===== config.mk =====
export PLATFORM = sky130hd
export DESIGN_NAME = ex_stage_flat
export DESIGN_NICKNAME = d
export VERILOG_FILES = /design/src/rtl/ex_stage_if.sv /design/src/rtl/ex_stage.sv /design/src/flat_wrapper.sv
export SDC_FILE = /design/constraint.sdc
export NUM_CORES = 1
export LEC_CHECK = 0
export CELL_PAD_IN_SITES_DETAIL_PLACEMENT = 1
export CELL_PAD_IN_SITES_GLOBAL_PLACEMENT = 1
export CORE_ASPECT_RATIO = 1.75
export CORE_MARGIN = 3
export CORE_UTILIZATION = 35
export DETAILED_ROUTE_END_ITERATION = 12
export GPL_TIMING_DRIVEN = 0
export PLACE_DENSITY_LB_ADDON = 0.1
export RECOVER_POWER = 100
export SYNTH_ARGS = -nofsm -noshare
export SYNTH_HDL_FRONTEND = slang
export SYNTH_SLANG_ARGS = --single-unit
export TNS_END_PERCENT = 5

===== constraint.sdc =====
create_clock -name clk_i -period 13.8 [get_ports clk_i]
set_input_delay 3.45 -clock clk_i [delete_from_list [all_inputs] [get_ports clk_i]]
set_output_delay 3.45 -clock clk_i [all_outputs]
set_load 0.005 [all_outputs]

===== src/rtl/ex_stage_if.sv =====
// ex_stage_if: ID/EX inputs, MEM/WB forwarding inputs and EX/MEM outputs of the execute stage
interface ex_stage_if #(parameter int size = 32);
    logic [2:0]      idex_aluop_i;
    logic            idex_regwrite_i, idex_alusrc_i, idex_regdst_i, idex_branch_i;
    logic            idex_memwrite_i, idex_memread_i, idex_memtoreg_i;
    logic [size-1:0] idex_add_i, idex_rsdata_i, idex_rtdata_i, idex_se_i;
    logic [4:0]      idex_rs_i, idex_rt_i, idex_rd_i;
    logic            memwb_regwrite_i;
    logic [4:0]      memwb_rd_i;
    logic [size-1:0] memwb_data_i;
    logic            stall_o;
    logic            exmem_regwrite_o, exmem_memtoreg_o, exmem_memread_o;
    logic            exmem_memwrite_o, exmem_branch_o, exmem_zero_o;
    logic [size-1:0] exmem_target_o, exmem_alu_o, exmem_wdata_o;
    logic [4:0]      exmem_wreg_o;

    modport master (
        output idex_aluop_i, idex_regwrite_i, idex_alusrc_i, idex_regdst_i, idex_branch_i,
               idex_memwrite_i, idex_memread_i, idex_memtoreg_i, idex_add_i, idex_rsdata_i,
               idex_rtdata_i, idex_se_i, idex_rs_i, idex_rt_i, idex_rd_i,
               memwb_regwrite_i, memwb_rd_i, memwb_data_i,
        input  stall_o, exmem_regwrite_o, exmem_memtoreg_o, exmem_memread_o, exmem_memwrite_o,
               exmem_branch_o, exmem_zero_o, exmem_target_o, exmem_alu_o, exmem_wdata_o,
               exmem_wreg_o
    );

    modport slave (
        input  idex_aluop_i, idex_regwrite_i, idex_alusrc_i, idex_regdst_i, idex_branch_i,
               idex_memwrite_i, idex_memread_i, idex_memtoreg_i, idex_add_i, idex_rsdata_i,
               idex_rtdata_i, idex_se_i, idex_rs_i, idex_rt_i, idex_rd_i,
               memwb_regwrite_i, memwb_rd_i, memwb_data_i,
        output stall_o, exmem_regwrite_o, exmem_memtoreg_o, exmem_memread_o, exmem_memwrite_o,
               exmem_branch_o, exmem_zero_o, exmem_target_o, exmem_alu_o, exmem_wdata_o,
               exmem_wreg_o
    );
endinterface


===== src/rtl/ex_stage.sv =====
// ex_stage: execute stage with operand forwarding, ALU, branch target, shift-add MULT and EX/MEM register
module ex_stage #(
    parameter int size       = 32,
    parameter int MUL_CYCLES = 32
) (
    input logic       clk_i,
    input logic       rst_n,
    ex_stage_if.slave bus
);
    localparam int CW = $clog2(MUL_CYCLES + 1);

    typedef enum logic [1:0] {IDLE, BUSY, DONE} state_t;

    state_t          r_state, w_next;
    logic [size-1:0] r_mcand, r_mplier, r_prod;
    logic [CW-1:0]   r_cnt;
    logic            r_regwrite, r_memtoreg, r_memread, r_memwrite, r_branch, r_zero;
    logic [size-1:0] r_target, r_alu, r_wdata;
    logic [4:0]      r_wreg;
    logic [size-1:0] w_a, w_fb, w_b, w_res, w_alu;
    logic            w_is_mult, w_bubble, w_stall, w_lt;

    // EX/MEM takes priority over MEM/WB; register 0 never forwards
    assign w_a = (r_regwrite && !r_memtoreg && r_wreg != 5'd0 && r_wreg == bus.idex_rs_i) ? r_alu :
                 (bus.memwb_regwrite_i && bus.memwb_rd_i != 5'd0 && bus.memwb_rd_i == bus.idex_rs_i) ? bus.memwb_data_i :
                 bus.idex_rsdata_i;
    assign w_fb = (r_regwrite && !r_memtoreg && r_wreg != 5'd0 && r_wreg == bus.idex_rt_i) ? r_alu :
                  (bus.memwb_regwrite_i && bus.memwb_rd_i != 5'd0 && bus.memwb_rd_i == bus.idex_rt_i) ? bus.memwb_data_i :
                  bus.idex_rtdata_i;
    assign w_b       = bus.idex_alusrc_i ? bus.idex_se_i : w_fb;
    assign w_lt      = $signed(w_a) < $signed(w_b);
    assign w_is_mult = bus.idex_aluop_i == 3'b010 && bus.idex_se_i[5:0] == 6'h18;

    always_comb begin
        w_res = '0;
        case (bus.idex_aluop_i)
            3'b000, 3'b111: w_res = w_a + w_b;
            3'b001:         w_res = w_a - w_b;
            3'b011:         w_res = {{(size-1){1'b0}}, w_lt};
            3'b100:         w_res = w_a | w_b;
            3'b101:         w_res = w_a & w_b;
            3'b110:         w_res = w_b << 16;
            default:
                case (bus.idex_se_i[5:0])
                    6'h20:   w_res = w_a + w_b;
                    6'h22:   w_res = w_a - w_b;
                    6'h24:   w_res = w_a & w_b;
                    6'h25:   w_res = w_a | w_b;
                    6'h2A:   w_res = {{(size-1){1'b0}}, w_lt};
                    default: w_res = '0;
                endcase
        endcase
    end

    always_comb begin
        w_next   = r_state;
        w_stall  = 1'b0;
        w_bubble = 1'b0;
        case (r_state)
            IDLE: begin
                w_next   = w_is_mult ? BUSY : IDLE;
                w_stall  = w_is_mult;
                w_bubble = w_is_mult;
            end
            BUSY: begin
                w_next   = r_cnt == CW'(MUL_CYCLES - 1) ? DONE : BUSY;
                w_stall  = 1'b1;
                w_bubble = 1'b1;
            end
            default: w_next = IDLE;
        endcase
    end

    assign w_alu       = r_state == DONE ? r_prod : w_res;
    assign bus.stall_o = rst_n && w_stall;

    always_ff @(posedge clk_i or negedge rst_n)
        if (!rst_n) r_state <= IDLE;
        else        r_state <= w_next;

    always_ff @(posedge clk_i or negedge rst_n)
        if (!rst_n) begin
            r_mcand  <= '0;
            r_mplier <= '0;
            r_prod   <= '0;
            r_cnt    <= '0;
        end else if (r_state == IDLE && w_is_mult) begin
            r_mcand  <= w_a;
            r_mplier <= w_fb;
            r_prod   <= '0;
            r_cnt    <= '0;
        end else if (r_state == BUSY) begin
            r_prod   <= r_mplier[0] ? r_prod + r_mcand : r_prod;
            r_mcand  <= r_mcand << 1;
            r_mplier <= r_mplier >> 1;
            r_cnt    <= r_cnt + CW'(1);
        end

    always_ff @(posedge clk_i or negedge rst_n)
        if (!rst_n) begin
            {r_regwrite, r_memtoreg, r_memread, r_memwrite, r_branch, r_zero} <= '0;
            {r_target, r_alu, r_wdata, r_wreg} <= '0;
        end else if (w_bubble) begin
            {r_regwrite, r_memtoreg, r_memread, r_memwrite, r_branch, r_zero} <= '0;
            {r_target, r_alu, r_wdata, r_wreg} <= '0;
        end else begin
            r_regwrite <= bus.idex_regwrite_i;
            r_memtoreg <= bus.idex_memtoreg_i;
            r_memread  <= bus.idex_memread_i;
            r_memwrite <= bus.idex_memwrite_i;
            r_branch   <= bus.idex_branch_i;
            r_zero     <= w_alu == '0;
            r_target   <= bus.idex_add_i + (bus.idex_se_i << 2);
            r_alu      <= w_alu;
            r_wdata    <= w_fb;
            r_wreg     <= bus.idex_regdst_i ? bus.idex_rd_i : bus.idex_rt_i;
        end

    assign bus.exmem_regwrite_o = r_regwrite;
    assign bus.exmem_memtoreg_o = r_memtoreg;
    assign bus.exmem_memread_o  = r_memread;
    assign bus.exmem_memwrite_o = r_memwrite;
    assign bus.exmem_branch_o   = r_branch;
    assign bus.exmem_zero_o     = r_zero;
    assign bus.exmem_target_o   = r_target;
    assign bus.exmem_alu_o      = r_alu;
    assign bus.exmem_wdata_o    = r_wdata;
    assign bus.exmem_wreg_o     = r_wreg;
endmodule


===== src/flat_wrapper.sv =====
// flat-port wrapper written by rule: the top's interface ports become plain ports
module ex_stage_flat 
#(
    parameter int size       = 32,
    parameter int MUL_CYCLES = 32
)
  (clk_i, rst_n, bus_idex_aluop_i, bus_idex_regwrite_i, bus_idex_alusrc_i, bus_idex_regdst_i, bus_idex_branch_i, bus_idex_memwrite_i, bus_idex_memread_i, bus_idex_memtoreg_i, bus_idex_add_i, bus_idex_rsdata_i, bus_idex_rtdata_i, bus_idex_se_i, bus_idex_rs_i, bus_idex_rt_i, bus_idex_rd_i, bus_memwb_regwrite_i, bus_memwb_rd_i, bus_memwb_data_i, bus_stall_o, bus_exmem_regwrite_o, bus_exmem_memtoreg_o, bus_exmem_memread_o, bus_exmem_memwrite_o, bus_exmem_branch_o, bus_exmem_zero_o, bus_exmem_target_o, bus_exmem_alu_o, bus_exmem_wdata_o, bus_exmem_wreg_o);
  ex_stage_if #(.size(size)) bus_i ();
  input logic clk_i;
  input logic rst_n;
  input wire logic [$bits(bus_i.idex_aluop_i)-1:0] bus_idex_aluop_i;
  input wire logic [$bits(bus_i.idex_regwrite_i)-1:0] bus_idex_regwrite_i;
  input wire logic [$bits(bus_i.idex_alusrc_i)-1:0] bus_idex_alusrc_i;
  input wire logic [$bits(bus_i.idex_regdst_i)-1:0] bus_idex_regdst_i;
  input wire logic [$bits(bus_i.idex_branch_i)-1:0] bus_idex_branch_i;
  input wire logic [$bits(bus_i.idex_memwrite_i)-1:0] bus_idex_memwrite_i;
  input wire logic [$bits(bus_i.idex_memread_i)-1:0] bus_idex_memread_i;
  input wire logic [$bits(bus_i.idex_memtoreg_i)-1:0] bus_idex_memtoreg_i;
  input wire logic [$bits(bus_i.idex_add_i)-1:0] bus_idex_add_i;
  input wire logic [$bits(bus_i.idex_rsdata_i)-1:0] bus_idex_rsdata_i;
  input wire logic [$bits(bus_i.idex_rtdata_i)-1:0] bus_idex_rtdata_i;
  input wire logic [$bits(bus_i.idex_se_i)-1:0] bus_idex_se_i;
  input wire logic [$bits(bus_i.idex_rs_i)-1:0] bus_idex_rs_i;
  input wire logic [$bits(bus_i.idex_rt_i)-1:0] bus_idex_rt_i;
  input wire logic [$bits(bus_i.idex_rd_i)-1:0] bus_idex_rd_i;
  input wire logic [$bits(bus_i.memwb_regwrite_i)-1:0] bus_memwb_regwrite_i;
  input wire logic [$bits(bus_i.memwb_rd_i)-1:0] bus_memwb_rd_i;
  input wire logic [$bits(bus_i.memwb_data_i)-1:0] bus_memwb_data_i;
  output wire logic [$bits(bus_i.stall_o)-1:0] bus_stall_o;
  output wire logic [$bits(bus_i.exmem_regwrite_o)-1:0] bus_exmem_regwrite_o;
  output wire logic [$bits(bus_i.exmem_memtoreg_o)-1:0] bus_exmem_memtoreg_o;
  output wire logic [$bits(bus_i.exmem_memread_o)-1:0] bus_exmem_memread_o;
  output wire logic [$bits(bus_i.exmem_memwrite_o)-1:0] bus_exmem_memwrite_o;
  output wire logic [$bits(bus_i.exmem_branch_o)-1:0] bus_exmem_branch_o;
  output wire logic [$bits(bus_i.exmem_zero_o)-1:0] bus_exmem_zero_o;
  output wire logic [$bits(bus_i.exmem_target_o)-1:0] bus_exmem_target_o;
  output wire logic [$bits(bus_i.exmem_alu_o)-1:0] bus_exmem_alu_o;
  output wire logic [$bits(bus_i.exmem_wdata_o)-1:0] bus_exmem_wdata_o;
  output wire logic [$bits(bus_i.exmem_wreg_o)-1:0] bus_exmem_wreg_o;
  assign bus_i.idex_aluop_i = bus_idex_aluop_i;
  assign bus_i.idex_regwrite_i = bus_idex_regwrite_i;
  assign bus_i.idex_alusrc_i = bus_idex_alusrc_i;
  assign bus_i.idex_regdst_i = bus_idex_regdst_i;
  assign bus_i.idex_branch_i = bus_idex_branch_i;
  assign bus_i.idex_memwrite_i = bus_idex_memwrite_i;
  assign bus_i.idex_memread_i = bus_idex_memread_i;
  assign bus_i.idex_memtoreg_i = bus_idex_memtoreg_i;
  assign bus_i.idex_add_i = bus_idex_add_i;
  assign bus_i.idex_rsdata_i = bus_idex_rsdata_i;
  assign bus_i.idex_rtdata_i = bus_idex_rtdata_i;
  assign bus_i.idex_se_i = bus_idex_se_i;
  assign bus_i.idex_rs_i = bus_idex_rs_i;
  assign bus_i.idex_rt_i = bus_idex_rt_i;
  assign bus_i.idex_rd_i = bus_idex_rd_i;
  assign bus_i.memwb_regwrite_i = bus_memwb_regwrite_i;
  assign bus_i.memwb_rd_i = bus_memwb_rd_i;
  assign bus_i.memwb_data_i = bus_memwb_data_i;
  assign bus_stall_o = bus_i.stall_o;
  assign bus_exmem_regwrite_o = bus_i.exmem_regwrite_o;
  assign bus_exmem_memtoreg_o = bus_i.exmem_memtoreg_o;
  assign bus_exmem_memread_o = bus_i.exmem_memread_o;
  assign bus_exmem_memwrite_o = bus_i.exmem_memwrite_o;
  assign bus_exmem_branch_o = bus_i.exmem_branch_o;
  assign bus_exmem_zero_o = bus_i.exmem_zero_o;
  assign bus_exmem_target_o = bus_i.exmem_target_o;
  assign bus_exmem_alu_o = bus_i.exmem_alu_o;
  assign bus_exmem_wdata_o = bus_i.exmem_wdata_o;
  assign bus_exmem_wreg_o = bus_i.exmem_wreg_o;
  ex_stage #(.size(size), .MUL_CYCLES(MUL_CYCLES)) u_core (.clk_i(clk_i), .rst_n(rst_n), .bus(bus_i));
endmodule

==> run metrics, run 1 <==
Layout Nets roughly 3200; Routability Congestion 1.02; peak supply drop 0.113 mV; unrepaired setup endpoints after global routing false; Worst-Skew Late Latency 0.53 ns; total power 2430 uW; Area Growth Syn to Fin 22.7%; total track usage 0.376; hold depth 1; Mean Syn Cell Area 7.90 um^2; Routed WL 116000 um; post-synthesis xor/xnor area fraction 0.0436; Layout Skew 0.0141 ns; vias in the first global route 23500; Lkg Pwr roughly 0.011 uW; max cap viols 3; Slew Viols, Final between 100 and 150; largest net degree at the start of global routing 116; P_int between 1000 and 1500 uW; Max Root-Sink Buffers 3; Final ANT Viol Nets 0; Design Area, Final 24200 um^2; switch share 0.415; first-pass GRT wire length 162000 um; Crit Path Max Fanout 10; die height 320 um; layout cells sized above 1 0.0452; Psw between 1000 and 1500 uW; #FFs+latches synth 211; outcome finished, violations left; Critical Path AT 13.18 ns; clock power share 0.247; violated checks max-capacitance violations, max-slew violations; slew at the pin closest to its max-slew limit 5.69 ns; Seq/Total Area, Yosys 0.268; leading area contributor after synthesis dfrtp_1; Compound-Gate Fraction of Synth Area 0.283; Worst EP required 14.26 ns; Clock Pin Slew Worst Setup and Hold Paths 0.08 ns; # IOs about 300; synth warn 0; post-synthesis net count 2863; Seq pwr share 0.323; fin crit share 0.922; Combinational Power Share 0.430; top post-synthesis cells by area dfrtp_1 27%, ha_1 11%, a21oi_1 5.5%; fin util 0.436; PortBufs 297; Worst Hold Class flip-flop to flip-flop; Post-Syn Instances 2495; Async SR Flop Fraction 1.00; Initial Util 0.355; CTS HTree Levels 1; number of flops mapped to enable cells by yosys 0; filler cell count in the final layout ~7000; Most used DFF post-synth dfrtp_1; Final WS setup 1.08 ns; HPWL Detailed 96100 um; routed vias about 22000; Core Area 55500 um^2; clk sink count 211; worst reg2reg path depth 23; initial antenna violation count 5; max_slew headroom -2.79; final number of setup-violating endpoints 0; CTS tree yes; DRC 0; number of post-CTS setup repair buffers 0; routed len/inst approximately 33 um; non-filler cells, final 3532; synth unique cells between 100 and 150; power per cell area approximately 100 nW/um^2; Placed Cells 3493; CTS root buf clkbuf_16; f_max 78.6 MHz; total CTS buffers 20; post-synthesis simple-gate area fraction 0.198; Die ar. 59300 um^2; Place WS 1.86 ns; cell area after synthesis approximately 20000 um^2; Post-CTS Resized 0; Hold Buf Count CTS 0; drt pass-1 iters 5; Cell Area, Placed 23600 um^2; top-area cell type share of the netlist area 0.268; Setup crit start kind primary input; grt ovf 0; Site Rows 114; final hold vios 0; initial DRC count between 1500 and 2000; Critical Path Sink Type flip-flop; die width about 190 um; post-DR vias/cell approximately 6.3; post-layout min period 12.72 ns; largest family of logic cells by synthesized area compound AO/OA/AOI/OAI gates; Synth Area in Adders 0.113; multiplexer share of the synthesized area 0.0409; WS Path Type primary input to flip-flop
cells in the final DEF, fill, tap and decap left out, drive strengths merged, types with 110 or more instances in the layout:
| cell | n |
|---|---|
| a21oi | 219 |
| clkbuf | 148 |
| clkdlybuf4s50 | 186 |
| dfrtp | 211 |
| dlygate4sd3 | 110 |
| ha | 171 |
| inv | 111 |
| nand2 | 251 |
| nor2 | 274 |
| o21ai | 227 |
cell usage after synthesis (19+ instances only):
cell type,number
a21o_1,50
a21oi_1,217
a221oi_1,21
a22oi_1,34
a31oi_1,24
and2_1,19
and3_1,54
buf_2,21
clkbuf_1,107
dfrtp_1,211
ha_1,171
inv_1,108
mux2i_1,69
nand2_1,250
nand2b_1,31
nand3_1,53
nor2_1,273
nor2b_1,34
nor3_1,49
o211ai_1,20
o21ai_0,210
o221ai_1,23
o22ai_1,21
o31ai_1,22
xnor2_1,56
xor2_1,42
critical path, cell delays in order:
cell and delay [ns]:
clkdlybuf4s50_1 0.47, or4_1 0.59, o211ai_1 0.21, or2_1 0.13
buf_2 0.18, clkbuf_1 0.57, clkbuf_1 1.27, mux2i_1 0.37
nand2_1 0.15, o21ai_0 0.53, o21ai_0 0.60, ha_1 0.30
buf_2 0.18, a21oi_1 0.52, o21ai_0 0.34, o41ai_4 0.75
o21ai_0 0.23, xnor2_1 0.16, a221oi_1 0.60, o221ai_1 0.22
nor4_1 0.99, nand4_1 0.18, nor2_1 0.16
power groups by stage:
stage | Clock, uW | Combinational, uW | Sequential (uW)
final | 599 | 1040 | 784
after global routing | 621 | 1110 | 790
after CTS | 603 | 1050 | 784
after detailed placement | 0 | 1040 | 796
after global placement | 0 | 1020 | 794
after floorplan | 0 | 583 | 758
routing by layer:
metal | global-route usage | routed length [um] | part of all wire
met5 | 0 | 13 | 0.00011
met4 | 0.282 | 10600 | 0.091
met3 | 0.0530 | 7650 | 0.066
met2 | 0.658 | 56600 | 0.49
met1 | 0.406 | 41200 | 0.36
final timing paths:
| kind | start | end | slack (ns) |
|---|---|---|---|
| max reg2reg | u_core.bus.exmem_wreg_o[0]$_DFF_PN0_ | u_core.bus.exmem_zero_o$_DFF_PN0_ | 5.07 |
| min | u_core.r_cnt[5]$_DFFE_PN0P_ | u_core.r_cnt[5]$_DFFE_PN0P_ | 0.51 |
| max | bus_memwb_rd_i[0] | u_core.bus.exmem_zero_o$_DFF_PN0_ | 1.08 |
| min in group asynchronous | rst_n | u_core.bus.exmem_target_o[10]$_DFF_PN0_ | 5.00 |
| min reg2reg | u_core.r_cnt[5]$_DFFE_PN0P_ | u_core.r_cnt[5]$_DFFE_PN0P_ | 0.51 |
| max in group asynchronous | rst_n | u_core.bus.exmem_alu_o[31]$_DFF_PN0_ | 5.61 |
registers in the layout, summed over array words and instances (netlist names), 2 cells and up:
register,flops
u_core.r_mcand,32
u_core.bus.exmem_wreg_o,5
u_core.r_state,2
u_core.r_cnt,6
u_core.bus.exmem_alu_o,32
u_core.r_prod,32
u_core.bus.exmem_wdata_o,32
u_core.r_mplier,32
u_core.bus.exmem_target_o,32
cell families after synthesis:
group	Yosys count
AO/OA/AOI/OAI	830
XOR/XNOR	98
adder cells (fa/ha/maj)	175
buffers and inverters	262
flip-flops	211
multiplexers	78
AND/OR/NAND/NOR	841
stage by stage:
step	setup TNS [ns]	hold WS, ns
3_5_place_dp	0	0.489
2_1_floorplan	0	0.448
6_report	0	0.509
5_1_grt	0	0.528
3_3_place_gp	-3.37	0.473
4_1_cts	0	0.503
area by class of cell:
type | count | area, um^2 | area share
multi-input cells | 2022 | 13300 | 0.550
diodes | 3 | 7.51 | 0.000311
plain buffers | 151 | 621 | 0.0257
well taps | 696 | 871 | 0.0360
clock inverters | 9 | 76.3 | 0.00316
inverters | 111 | 417 | 0.0172
flip-flops and latches | 211 | 5280 | 0.218
clock buffers | 27 | 588 | 0.0243
repair buffers | 302 | 3020 | 0.125
No activity file was read; power rests on OpenSTA's default activity.
==> run 2: changes to the inputs <==
--- a/config.mk
+++ b/config.mk
@@ -7,7 +7,7 @@
 export LEC_CHECK = 0
 export CELL_PAD_IN_SITES_DETAIL_PLACEMENT = 1
 export CELL_PAD_IN_SITES_GLOBAL_PLACEMENT = 1
-export CORE_ASPECT_RATIO = 1.75
+export CORE_ASPECT_RATIO = 1.25
 export CORE_MARGIN = 3
 export CORE_UTILIZATION = 35
 export DETAILED_ROUTE_END_ITERATION = 12
==> run metrics, run 2 (synthesis results as in run 1) <==
Max Root-Sink Buffers 3; Post-CTS Resized 0; Critical Path Sink Type flip-flop; P_int between 1000 and 1500 uW; Die ar. around 60000 um^2; switch share 0.404; power per cell area just over 100 nW/um^2; DRC 0; peak supply drop about 0.073 mV; initial DRC count 1948; PortBufs 297; CTS HTree Levels 1; non-filler cells, final 3576; Core Area between 50000 and 60000 um^2; Setup crit start kind primary input; total CTS buffers 22; vias in the first global route 22500; fin util 0.440; first-pass GRT wire length about 160000 um; grt ovf 0; initial antenna violation count 3; Worst-Skew Late Latency 0.54 ns; most common cell after layout, fill and taps aside nor2_1; post-layout min period between 10 and 15 ns; beginning of the critical path bus_memwb_rd_i[3]; Worst EP required 14.26 ns; CTS tree yes; number of post-CTS setup repair buffers 0; Design Area, Final ~24000 um^2; Initial Util 0.357; Worst Hold Class flip-flop to flip-flop; Psw 992 uW; Final ANT Viol Nets 0; layout cells sized above 1 0.0441; post-DR vias/cell 6.16; Routed WL 111000 um; Placed Cells 3533; Routability Congestion ~0.96; final number of setup-violating endpoints 0; final hold vios 0; slew at the pin closest to its max-slew limit 5.22 ns; Hold Buf Count CTS 0; hold depth 1; Slew Viols, Final 112; max_slew headroom -2.48; Lkg Pwr 0.0110 uW; largest net degree at the start of global routing 115; Critical Path AT between 10 and 15 ns; unrepaired setup endpoints after global routing false; Site Rows 96; clk sink count roughly 210; violated checks max-capacitance violations, max-slew violations; clock power share 0.258; outcome finished, violations left; max cap viols 4; Reg-to-Reg End u_core.bus.exmem_zero_o$_DFF_PN0_; CTS root buf clkbuf_16; WS Path Type primary input to flip-flop; filler cell count in the final layout 6863; Reg2Reg Setup Slack 5.59 ns; fin crit share 0.908; die height 271 um; Cell Area, Placed 23700 um^2; Layout Nets between 3000 and 4000; most frequent cells in the layout 273 x nor2_1, 250 x nand2_1, 217 x a21oi_1; routed len/inst 31.2 um; routed vias 22000; drt pass-1 iters 6; Combinational Power Share 0.423; worst setup path endpoint u_core.bus.exmem_zero_o$_DFF_PN0_; total power 2450 uW; HPWL Detailed 91500 um; r2r startpoint u_core.bus.exmem_wreg_o[0]$_DFF_PN0_; Crit Path Max Fanout 10; f_max 79.8 MHz; Seq pwr share 0.319; Clock Pin Slew Worst Setup and Hold Paths 0.06 ns; Area Growth Syn to Fin 23.4%; total track usage 0.363; # IOs 301; worst reg2reg path depth 21; Reg area 5280 um^2; setup_tns 0 ns; Layout Skew roughly 0.011 ns; die width ~220 um; Multi-input gate area 13300 um^2
run 2: layout make-up:
cell class / count / share of cell area
multi-input combinational: 2022 / 0.547
sequential: 211 / 0.217
timing repair buffer: 303 / 0.124
tap: 735 / 0.0378
clock buffer: 34 / 0.0283
buffer: 151 / 0.0258
inverter: 111 / 0.0171
clock inverter: 4 / 0.00211
antenna: 5 / 0.000515
run 2: stage by stage:
| stage | hold slack (ns) | setup slack (ns) |
|---|---|---|
| final | 0.513 | 1.27 |
| after global routing | 0.539 | 1.13 |
| after CTS | 0.508 | 2.66 |
| after detailed placement | 0.496 | 2.11 |
| after global placement | 0.473 | -2.15 |
| after floorplan | 0.448 | 5.13 |
run 2: worst max-delay path, cell delays in order:
cell           delay, ns
dlygate4sd3_1       0.60
or4_1               0.54
o211ai_1            0.30
or2_1               0.16
clkbuf_1            0.37
clkbuf_1            0.64
clkbuf_1            0.95
mux2i_1             0.44
nand2_1             0.11
o21ai_0             0.31
clkbuf_1            0.42
o21ai_0             0.26
ha_1                0.38
clkbuf_1            0.22
a21oi_1             0.39
o21ai_0             0.29
o41ai_4             0.66
o21ai_0             0.22
xnor2_1             0.18
a221oi_1            0.64
o221ai_1            0.22
nor4_1              0.68
nand4_1             0.32
nor2_1              0.18
run 2: power groups by stage:
| stage | sequential [uW] | clock, uW | combinational [uW] |
|---|---|---|---|
| floorplan | 758 | 0 | 583 |
| detailed placement | 794 | 0 | 1040 |
| finish | 782 | 633 | 1040 |
| CTS | 783 | 639 | 1040 |
| global placement | 794 | 0 | 1020 |
| global route | 789 | 663 | 1110 |
run 2: worst min path at each step:
stage | start | endpoint | slack, ns
6_report | u_core.r_cnt[5]$_DFFE_PN0P_ | u_core.r_cnt[5]$_DFFE_PN0P_ | 0.51
4_1_cts | u_core.r_cnt[5]$_DFFE_PN0P_ | u_core.r_cnt[5]$_DFFE_PN0P_ | 0.51
5_1_grt | u_core.r_prod[31]$_DFFE_PN0P_ | u_core.r_prod[31]$_DFFE_PN0P_ | 0.54
2_1_floorplan | u_core.r_cnt[5]$_DFFE_PN0P_ | u_core.r_cnt[5]$_DFFE_PN0P_ | 0.45
3_5_place_dp | u_core.r_cnt[5]$_DFFE_PN0P_ | u_core.r_cnt[5]$_DFFE_PN0P_ | 0.50
3_3_place_gp | u_core.r_cnt[5]$_DFFE_PN0P_ | u_core.r_cnt[5]$_DFFE_PN0P_ | 0.47
run 2: per-layer routing:
metal	share of wire	GRT usage	vias to the layer above	wire, um
met2	0.47	0.611	982	52100
met1	0.41	0.451	11100	45200
met5	0	0	-	0
met4	0.057	0.180	0	6360
met3	0.069	0.0567	232	7740
li1	-	-	9696	-
==> run 3: changes to the inputs <==
--- a/config.mk
+++ b/config.mk
@@ -14,6 +14,7 @@
 export GPL_TIMING_DRIVEN = 0
 export PLACE_DENSITY_LB_ADDON = 0.1
 export RECOVER_POWER = 100
+export SETUP_SLACK_MARGIN = 0.4
 export SYNTH_ARGS = -nofsm -noshare
 export SYNTH_HDL_FRONTEND = slang
 export SYNTH_SLANG_ARGS = --single-unit
==> results of run 3 <==
Same layout as run 2: the final DEF is identical, and so are final timing and power.
